[src/rtl/mem_port_arbiter_pkg.sv]
// Shared definitions for the instruction/data memory port arbiter:
// FSM state encodings, grant IDs and the default timeout.
package mem_port_arbiter_pkg;

    typedef enum logic [1:0] {
        ARB_IDLE    = 2'd0,
        ARB_GRANT_I = 2'd1,
        ARB_GRANT_D = 2'd2,
        ARB_RESP    = 2'd3
    } arb_state_t;

    typedef enum logic {
        GNT_INST = 1'b0,
        GNT_DATA = 1'b1
    } gnt_t;

    localparam int DEF_TIMEOUT_CYC = 16;

endpackage : mem_port_arbiter_pkg

[src/rtl/mem_port_arbiter_if.sv]
// Bundle of CPU fetch, CPU load/store and RAM-side signals around the arbiter.
// The slave modport is the arbiter's view; master is the CPU/RAM side.
interface mem_port_arbiter_if #(
    parameter int ADDR_W = 32,
    parameter int DATA_W = 32
);
    logic              inst_req;
    logic [ADDR_W-1:0] inst_addr;
    logic              inst_ack;
    logic [DATA_W-1:0] inst_rdata;

    logic              data_req;
    logic              data_we;
    logic [ADDR_W-1:0] data_addr;
    logic [DATA_W-1:0] data_wdata;
    logic              data_ack;
    logic [DATA_W-1:0] data_rdata;

    logic              ram_req;
    logic              ram_we;
    logic [ADDR_W-1:0] ram_addr;
    logic [DATA_W-1:0] ram_wdata;
    logic [DATA_W-1:0] ram_rdata;
    logic              ram_ack;

    logic              bus_err;
    logic              err_sticky;

    modport slave (
        input  inst_req, inst_addr,
        output inst_ack, inst_rdata,
        input  data_req, data_we, data_addr, data_wdata,
        output data_ack, data_rdata,
        output ram_req, ram_we, ram_addr, ram_wdata,
        input  ram_rdata, ram_ack,
        output bus_err, err_sticky
    );

    modport master (
        output inst_req, inst_addr,
        input  inst_ack, inst_rdata,
        output data_req, data_we, data_addr, data_wdata,
        input  data_ack, data_rdata,
        input  ram_req, ram_we, ram_addr, ram_wdata,
        output ram_rdata, ram_ack,
        input  bus_err, err_sticky
    );

endinterface : mem_port_arbiter_if

[src/rtl/mem_port_arbiter_timer.sv]
// mem_arb_timer: 8-bit up-counter with clear and enable; expired flags the
// last allowed cycle (count == LIMIT-1) of a memory transaction.
module mem_arb_timer #(
    parameter int LIMIT = 16
) (
    input  logic clk,
    input  logic rst_n,
    input  logic clr,
    input  logic en,
    output logic expired
);
    localparam logic [7:0] LAST_CNT = 8'(LIMIT - 1);

    logic [7:0] count_r;

    // Cycle counter, held at zero while cleared
    always_ff @(posedge clk or negedge rst_n) begin
        if (!rst_n) begin
            count_r <= 8'd0;
        end else if (clr) begin
            count_r <= 8'd0;
        end else if (en) begin
            count_r <= count_r + 8'd1;
        end
    end

    assign expired = (count_r == LAST_CNT);

endmodule : mem_arb_timer

[src/rtl/mem_port_arbiter.sv]
// Arbitrates one single-ported RAM between instruction fetch and load/store,
// with a per-transaction timeout. Define ARB_RR_EN for round-robin arbitration.
module mem_port_arbiter
    import mem_port_arbiter_pkg::*;
#(
    parameter int ADDR_W      = 32,
    parameter int DATA_W      = 32,
    parameter int TIMEOUT_CYC = DEF_TIMEOUT_CYC
) (
    input  logic              clk,
    input  logic              cpu_rst_n,
    mem_port_arbiter_if.slave bus
);
    arb_state_t state_r;
    arb_state_t state_next_s;
    logic       pick_data_s;
    logic       grant_inst_s;
    logic       grant_data_s;
    logic       done_ok_s;
    logic       done_to_s;
    logic       in_grant_s;
    logic       expired_s;

    assign in_grant_s = (state_r == ARB_GRANT_I) || (state_r == ARB_GRANT_D);

    mem_arb_timer #(.LIMIT(TIMEOUT_CYC)) u_timer (
        .clk     (clk),
        .rst_n   (cpu_rst_n),
        .clr     (!in_grant_s),
        .en      (in_grant_s),
        .expired (expired_s)
    );

`ifdef ARB_RR_EN
    gnt_t last_grant_r;

    // Remember which port won the most recent grant
    always_ff @(posedge clk or negedge cpu_rst_n) begin
        if (!cpu_rst_n) begin
            last_grant_r <= GNT_INST;
        end else if (grant_data_s) begin
            last_grant_r <= GNT_DATA;
        end else if (grant_inst_s) begin
            last_grant_r <= GNT_INST;
        end
    end

    // On contention, favour the port that did not win last time
    always_comb begin
        if (bus.data_req && bus.inst_req) begin
            pick_data_s = (last_grant_r == GNT_INST);
        end else begin
            pick_data_s = bus.data_req;
        end
    end
`else
    // Data port always wins on contention
    always_comb begin
        pick_data_s = bus.data_req;
    end
`endif

    // FSM state register
    always_ff @(posedge clk or negedge cpu_rst_n) begin
        if (!cpu_rst_n) begin
            state_r <= ARB_IDLE;
        end else begin
            state_r <= state_next_s;
        end
    end

    // Next-state and transaction event decode
    always_comb begin
        state_next_s = state_r;
        grant_inst_s = 1'b0;
        grant_data_s = 1'b0;
        done_ok_s    = 1'b0;
        done_to_s    = 1'b0;
        case (state_r)
            ARB_IDLE: begin
                if (pick_data_s) begin
                    grant_data_s = 1'b1;
                    state_next_s = ARB_GRANT_D;
                end else if (bus.inst_req) begin
                    grant_inst_s = 1'b1;
                    state_next_s = ARB_GRANT_I;
                end else begin
                    state_next_s = ARB_IDLE;
                end
            end
            ARB_GRANT_I, ARB_GRANT_D: begin
                // A late ack on the final cycle still counts as success
                if (bus.ram_ack) begin
                    done_ok_s    = 1'b1;
                    state_next_s = ARB_RESP;
                end else if (expired_s) begin
                    done_to_s    = 1'b1;
                    state_next_s = ARB_RESP;
                end else begin
                    state_next_s = state_r;
                end
            end
            ARB_RESP: begin
                state_next_s = ARB_IDLE;
            end
            default: begin
                state_next_s = ARB_IDLE;
            end
        endcase
    end

    // RAM request launch, response capture and error reporting
    always_ff @(posedge clk or negedge cpu_rst_n) begin
        if (!cpu_rst_n) begin
            bus.ram_req    <= 1'b0;
            bus.ram_we     <= 1'b0;
            bus.ram_addr   <= {ADDR_W{1'b0}};
            bus.ram_wdata  <= {DATA_W{1'b0}};
            bus.inst_ack   <= 1'b0;
            bus.data_ack   <= 1'b0;
            bus.inst_rdata <= {DATA_W{1'b0}};
            bus.data_rdata <= {DATA_W{1'b0}};
            bus.bus_err    <= 1'b0;
            bus.err_sticky <= 1'b0;
        end else begin
            bus.inst_ack <= 1'b0;
            bus.data_ack <= 1'b0;
            bus.bus_err  <= 1'b0;
            if (grant_data_s) begin
                bus.ram_req   <= 1'b1;
                bus.ram_we    <= bus.data_we;
                bus.ram_addr  <= bus.data_addr;
                bus.ram_wdata <= bus.data_wdata;
            end else if (grant_inst_s) begin
                bus.ram_req  <= 1'b1;
                bus.ram_we   <= 1'b0;
                bus.ram_addr <= bus.inst_addr;
            end else if (done_ok_s || done_to_s) begin
                bus.ram_req <= 1'b0;
                bus.bus_err <= done_to_s;
                if (done_to_s) begin
                    bus.err_sticky <= 1'b1;
                end
                if (state_r == ARB_GRANT_D) begin
                    bus.data_ack   <= 1'b1;
                    bus.data_rdata <= done_ok_s ? bus.ram_rdata : {DATA_W{1'b0}};
                end else begin
                    bus.inst_ack   <= 1'b1;
                    bus.inst_rdata <= done_ok_s ? bus.ram_rdata : {DATA_W{1'b0}};
                end
            end
        end
    end

endmodule : mem_port_arbiter

[src/flat_wrapper.sv]
// flat-port wrapper written by rule: the top's interface ports become plain ports
module mem_port_arbiter_flat import mem_port_arbiter_pkg::*;
#(
    parameter int ADDR_W      = 32,
    parameter int DATA_W      = 32,
    parameter int TIMEOUT_CYC = DEF_TIMEOUT_CYC
)
  (clk, cpu_rst_n, bus_inst_req, bus_inst_addr, bus_inst_ack, bus_inst_rdata, bus_data_req, bus_data_we, bus_data_addr, bus_data_wdata, bus_data_ack, bus_data_rdata, bus_ram_req, bus_ram_we, bus_ram_addr, bus_ram_wdata, bus_ram_rdata, bus_ram_ack, bus_bus_err, bus_err_sticky);
  mem_port_arbiter_if #(.ADDR_W(ADDR_W), .DATA_W(DATA_W)) bus_i ();
  input  logic clk;
  input  logic cpu_rst_n;
  input wire logic [$bits(bus_i.inst_req)-1:0] bus_inst_req;
  input wire logic [$bits(bus_i.inst_addr)-1:0] bus_inst_addr;
  output wire logic [$bits(bus_i.inst_ack)-1:0] bus_inst_ack;
  output wire logic [$bits(bus_i.inst_rdata)-1:0] bus_inst_rdata;
  input wire logic [$bits(bus_i.data_req)-1:0] bus_data_req;
  input wire logic [$bits(bus_i.data_we)-1:0] bus_data_we;
  input wire logic [$bits(bus_i.data_addr)-1:0] bus_data_addr;
  input wire logic [$bits(bus_i.data_wdata)-1:0] bus_data_wdata;
  output wire logic [$bits(bus_i.data_ack)-1:0] bus_data_ack;
  output wire logic [$bits(bus_i.data_rdata)-1:0] bus_data_rdata;
  output wire logic [$bits(bus_i.ram_req)-1:0] bus_ram_req;
  output wire logic [$bits(bus_i.ram_we)-1:0] bus_ram_we;
  output wire logic [$bits(bus_i.ram_addr)-1:0] bus_ram_addr;
  output wire logic [$bits(bus_i.ram_wdata)-1:0] bus_ram_wdata;
  input wire logic [$bits(bus_i.ram_rdata)-1:0] bus_ram_rdata;
  input wire logic [$bits(bus_i.ram_ack)-1:0] bus_ram_ack;
  output wire logic [$bits(bus_i.bus_err)-1:0] bus_bus_err;
  output wire logic [$bits(bus_i.err_sticky)-1:0] bus_err_sticky;
  assign bus_i.inst_req = bus_inst_req;
  assign bus_i.inst_addr = bus_inst_addr;
  assign bus_inst_ack = bus_i.inst_ack;
  assign bus_inst_rdata = bus_i.inst_rdata;
  assign bus_i.data_req = bus_data_req;
  assign bus_i.data_we = bus_data_we;
  assign bus_i.data_addr = bus_data_addr;
  assign bus_i.data_wdata = bus_data_wdata;
  assign bus_data_ack = bus_i.data_ack;
  assign bus_data_rdata = bus_i.data_rdata;
  assign bus_ram_req = bus_i.ram_req;
  assign bus_ram_we = bus_i.ram_we;
  assign bus_ram_addr = bus_i.ram_addr;
  assign bus_ram_wdata = bus_i.ram_wdata;
  assign bus_i.ram_rdata = bus_ram_rdata;
  assign bus_i.ram_ack = bus_ram_ack;
  assign bus_bus_err = bus_i.bus_err;
  assign bus_err_sticky = bus_i.err_sticky;
  mem_port_arbiter #(.ADDR_W(ADDR_W), .DATA_W(DATA_W), .TIMEOUT_CYC(TIMEOUT_CYC)) u_core (.clk(clk), .cpu_rst_n(cpu_rst_n), .bus(bus_i));
endmodule
[config.mk]
export PLATFORM = sky130hd
export DESIGN_NAME = mem_port_arbiter_flat
export DESIGN_NICKNAME = d
export VERILOG_FILES = /design/src/rtl/mem_port_arbiter_pkg.sv /design/src/rtl/mem_port_arbiter_if.sv /design/src/rtl/mem_port_arbiter_timer.sv /design/src/rtl/mem_port_arbiter.sv /design/src/flat_wrapper.sv
export SDC_FILE = /design/constraint.sdc
export NUM_CORES = 1
export LEC_CHECK = 0
export ABC_AREA = 0
export CAP_MARGIN = 10
export CORE_MARGIN = 10
export CORE_UTILIZATION = 45
export CTS_CLUSTER_SIZE = 20
export DETAILED_ROUTE_END_ITERATION = 16
export GPL_ROUTABILITY_DRIVEN = 0
export HOLD_SLACK_MARGIN = 0.1
export PLACE_DENSITY_LB_ADDON = 0.1
export SLEW_MARGIN = 30
export SYNTH_ARGS = -nofsm -noshare
export SYNTH_HDL_FRONTEND = slang
export SYNTH_HIERARCHICAL = 1
export SYNTH_SLANG_ARGS = --single-unit
[constraint.sdc]
create_clock -name clk -period 6.07 [get_ports clk]
set_clock_uncertainty 0.15 [all_clocks]
set_input_delay 0.607 -clock clk [delete_from_list [all_inputs] [get_ports clk]]
set_output_delay 0.607 -clock clk [all_outputs]
set_load 0.005 [all_outputs]
==> impl_metrics.csv <==
group,metric,value,unit
synth,yosysTopAreaCellShare,59.9,%
layout,final_layout_size_suffix_gt1_share,15.2,%
placement,dpl-instance-area,0.00886,sq mm
floorplan,ios,268,
sta,hold_ws,0.322,ns
layout,fill_cells,932,
sta,period_needed,3.00,ns
floorplan,die_area,0.0184,sq mm
synth,syn_nets,589,
sta,rsz0062_at_grt,"no",
floorplan,rows,42,
critical_path,end_kind,"flip-flop",
floorplan,core,0.0132,sq mm
critical_path,cp-start-kind,"flip-flop",
detailed_routing,first_iter_violations,201,
detailed_routing,via_per_inst,4.96,
layout,final_nets,853,
critical_path,critPathArrivalTime,3.14,ns
placement,hpwlAfterDp,13500,um
floorplan,initial_core_util,45.6,%
synth,synth_edf_count,0,
synth,async_reset_ff_share,100,%
clock_tree,cts_inserted_buffers,17,
synth,synth-seq-area-share,59.9,%
detailed_routing,firstDrtPassIters,4,
global_route,met1_usage,21.1,%
clock_tree,cts_root_buf,"clkbuf_16",
layout,multiInputGateArea,0.00226,sq mm
clock_tree,clk_pin_slew,0.06,ns
synth,ys.flop_type,"dfrtp_1",
sta,fmax,334,MHz
critical_path,critPathTopFamily,"simple AND/OR/NAND/NOR gates",
clock_tree,cts_tree,"yes",
clock_tree,cts_hold_buf,1,
detailed_routing,ant_nets,0,
sta,slew_headroom,36.3,%
critical_path,path_cells,"ha_1 > nand4b_1 > nor4_1 > o21ai_0 > nor3b_4 > buf_4 > mux2_1",
power_and_ir_drop,cellPowerDensity,476,mW/mm^2
global_route,track_usage,19.3,%
detailed_routing,vias,4485,
critical_path,criticalPathCategory,"reg -> reg",
outcome,status,"complete, no violations",
layout,postLayoutCellArea,0.00953,sq mm
synth,yosysUniqueCellTypes,31,
clock_tree,cts_buffer_depth,2,
critical_path,timing.rr.start,"u_core/u_timer/count_r[0]",
floorplan,die_y,136,um
sta,worstMarginPinSlew,0.955,ns
layout,fin_cells,905,
clock_tree,h-tree-depth,4,
sta,hold_viol_final,0,
clock_tree,cts_resized,0,
placement,numPortBuffers,267,
global_route,grt_pass1_wl,27600,um
clock_tree,clock_latency,0.41,ns
sta,fin_tns_setup,0,ns
sta,period_share,49.4,%
global_route,grt_overflow,0,
synth,synthTopCellsByArea,"dfrtp_1 (60%), mux2_2 (12%), mux2_1 (5.8%)",
detailed_routing,routedWlPerCell,19.6,um
power_and_ir_drop,peakVddDrop,0.000231,V
placement,post-place-cells,871,
global_route,grtUsageMet2,32.1,%
synth,postSynthCellCount,451,
sta,finalWorstSetupSlack,3.07,ns
synth,avgSynthCellArea,13.3,sq um
synth,ys_seq_elements,144,
critical_path,max_stage_delay,0.65,ns
job,cap_violations,0,
layout,regArea,0.00360,sq mm
critical_path,crit_required,6.21,ns
global_route,met3_usage,9.20,%
min_path,min_from,"u_core/bus.err_sticky",
synth,synth_top_cell_by_area,"dfrtp_1",
global_route,grt_pass1_vias,5021,
global_route,antenna_found_initial,0,
detailed_routing,routed_wl,17700,um
critical_path,slowest_stage,"nor4_1",
layout,syn2layout_area_growth,58.4,%
global_route,grt.busiest_layer,"met2",
critical_path,crit_fanout,33,
min_path,worstHoldPathType,"reg -> reg",
clock_tree,cts_setup_buffers,0,
critical_path,critPathLaunch,"u_core/u_timer/count_r[0]",
synth,synth_warnings,6,
power_and_ir_drop,p_leak,0.00446,uW
floorplan,die_w,136,um
global_route,grt_start_max_net_pins,87,
critical_path,path_buf_inv,1,
clock_tree,cts_sinks,144,
detailed_routing,drc_errors,0,
sta,setup_violations,0,
sta,maxSlewViolCount,0,
placement,pre_cts_slack,2.76,ns
synth,syn-cell-area,0.00601,sq mm
## metrics by stage
stage	power (uW)	utilization, %
finish	4530	72.2
global route	4810	72.2
CTS	4600	72.2
detailed placement	3440	67.2
global placement	3370	66.8
floorplan	2340	-
## worst paths after layout
kind	slack [ns]	cells after the start	endpoint
max	3.07	7	u_core/bus.inst_rdata[7]
max in group asynchronous	4.03	3	u_core/bus.ram_wdata[14]
max reg2reg	3.07	7	u_core/bus.inst_rdata[7]
min reg2reg	0.32	1	u_core/bus.err_sticky
min	0.32	1	u_core/bus.err_sticky
min in group asynchronous	0.58	2	u_core/bus.inst_rdata[23]
## Yosys cell counts (4+ instances only)
cell	count
dfrtp_1	144
mux2_2	66
nand2_1	38
o21ai_0	37
mux2i_1	34
and3_1	32
mux2_1	31
clkbuf_1	14
buf_2	12
nor2_1	5
ha_1	4
inv_1	4
## metal layers
layer | wire length (um) | vias to the layer above
li1 | - | 2114
met1 | 6650 | 2168
met2 | 8810 | 183
met3 | 1940 | 20
met4 | 295 | 0
met5 | 0 | -
## cell families after synthesis
| family | count (synthesis) | synth area share, % |
|---|---|---|
| compound gates | 44 | 4.12 |
| xor+xnor | 4 | 0.583 |
| fa+ha+maj | 4 | 0.832 |
| buf+inv | 34 | 2.75 |
| flops | 144 | 59.9 |
| mux | 131 | 23.8 |
| simple gates | 90 | 7.97 |
## area by class of cell
class                      count  area share [%]
timing repair buffer         275            29.1
tap                          176            2.31
clock buffer                  19            4.65
clock inverter                13            2.22
multi-input combinational    273            23.8
sequential                   144            37.8
antenna                        1          0.0263
inverter                       4           0.158
## worst register-to-register path, delay by kind of cell (launching register included)
family / cells / cell delay, ns
compound gates: 1 / 0.31
fa+ha+maj: 1 / 0.21
buf+inv: 1 / 0.42
flops: 1 / 0.41
mux: 1 / 0.41
simple gates: 3 / 0.97
## power by group
part	switching (uW)	total, uW	internal [uW]	leakage [uW]
Sequential	199	1530	1330	0.00185
Combinational	764	1860	1100	0.00231
Clock	396	1140	741	0.000305
## state kept, by name, summed over array words and instances, names as in the netlist
signal / flops
u_core/bus.ram_req: 1
u_core/state_r: 2
u_core/bus.inst_rdata: 32
u_core/bus.data_rdata: 32
u_core/bus.bus_err: 1
u_core/bus.ram_we: 1
u_core/bus.ram_addr: 32
u_core/bus.ram_wdata: 32
u_core/bus.err_sticky: 1
u_core/bus.inst_ack: 1
u_core/u_timer/count_r: 8
u_core/bus.data_ack: 1
## placed cells by master (no fill, tap or decap), types with 4 or more instances in the layout
cell type / synthesis / final
clkdlybuf4s50_1: 0 / 266
dfrtp_1: 144 / 144
mux2_2: 66 / 66
o21ai_0: 37 / 37
nand2_1: 38 / 37
mux2i_1: 34 / 34
and3_1: 32 / 32
mux2_1: 31 / 31
clkbuf_16: 0 / 17
bufinv_16: 0 / 5
nor2_1: 5 / 5
clkinvlp_4: 0 / 4
inv_1: 4 / 4
ha_1: 4 / 4
buf_4: 0 / 4
No activity file was read; power rests on OpenSTA's default activity.
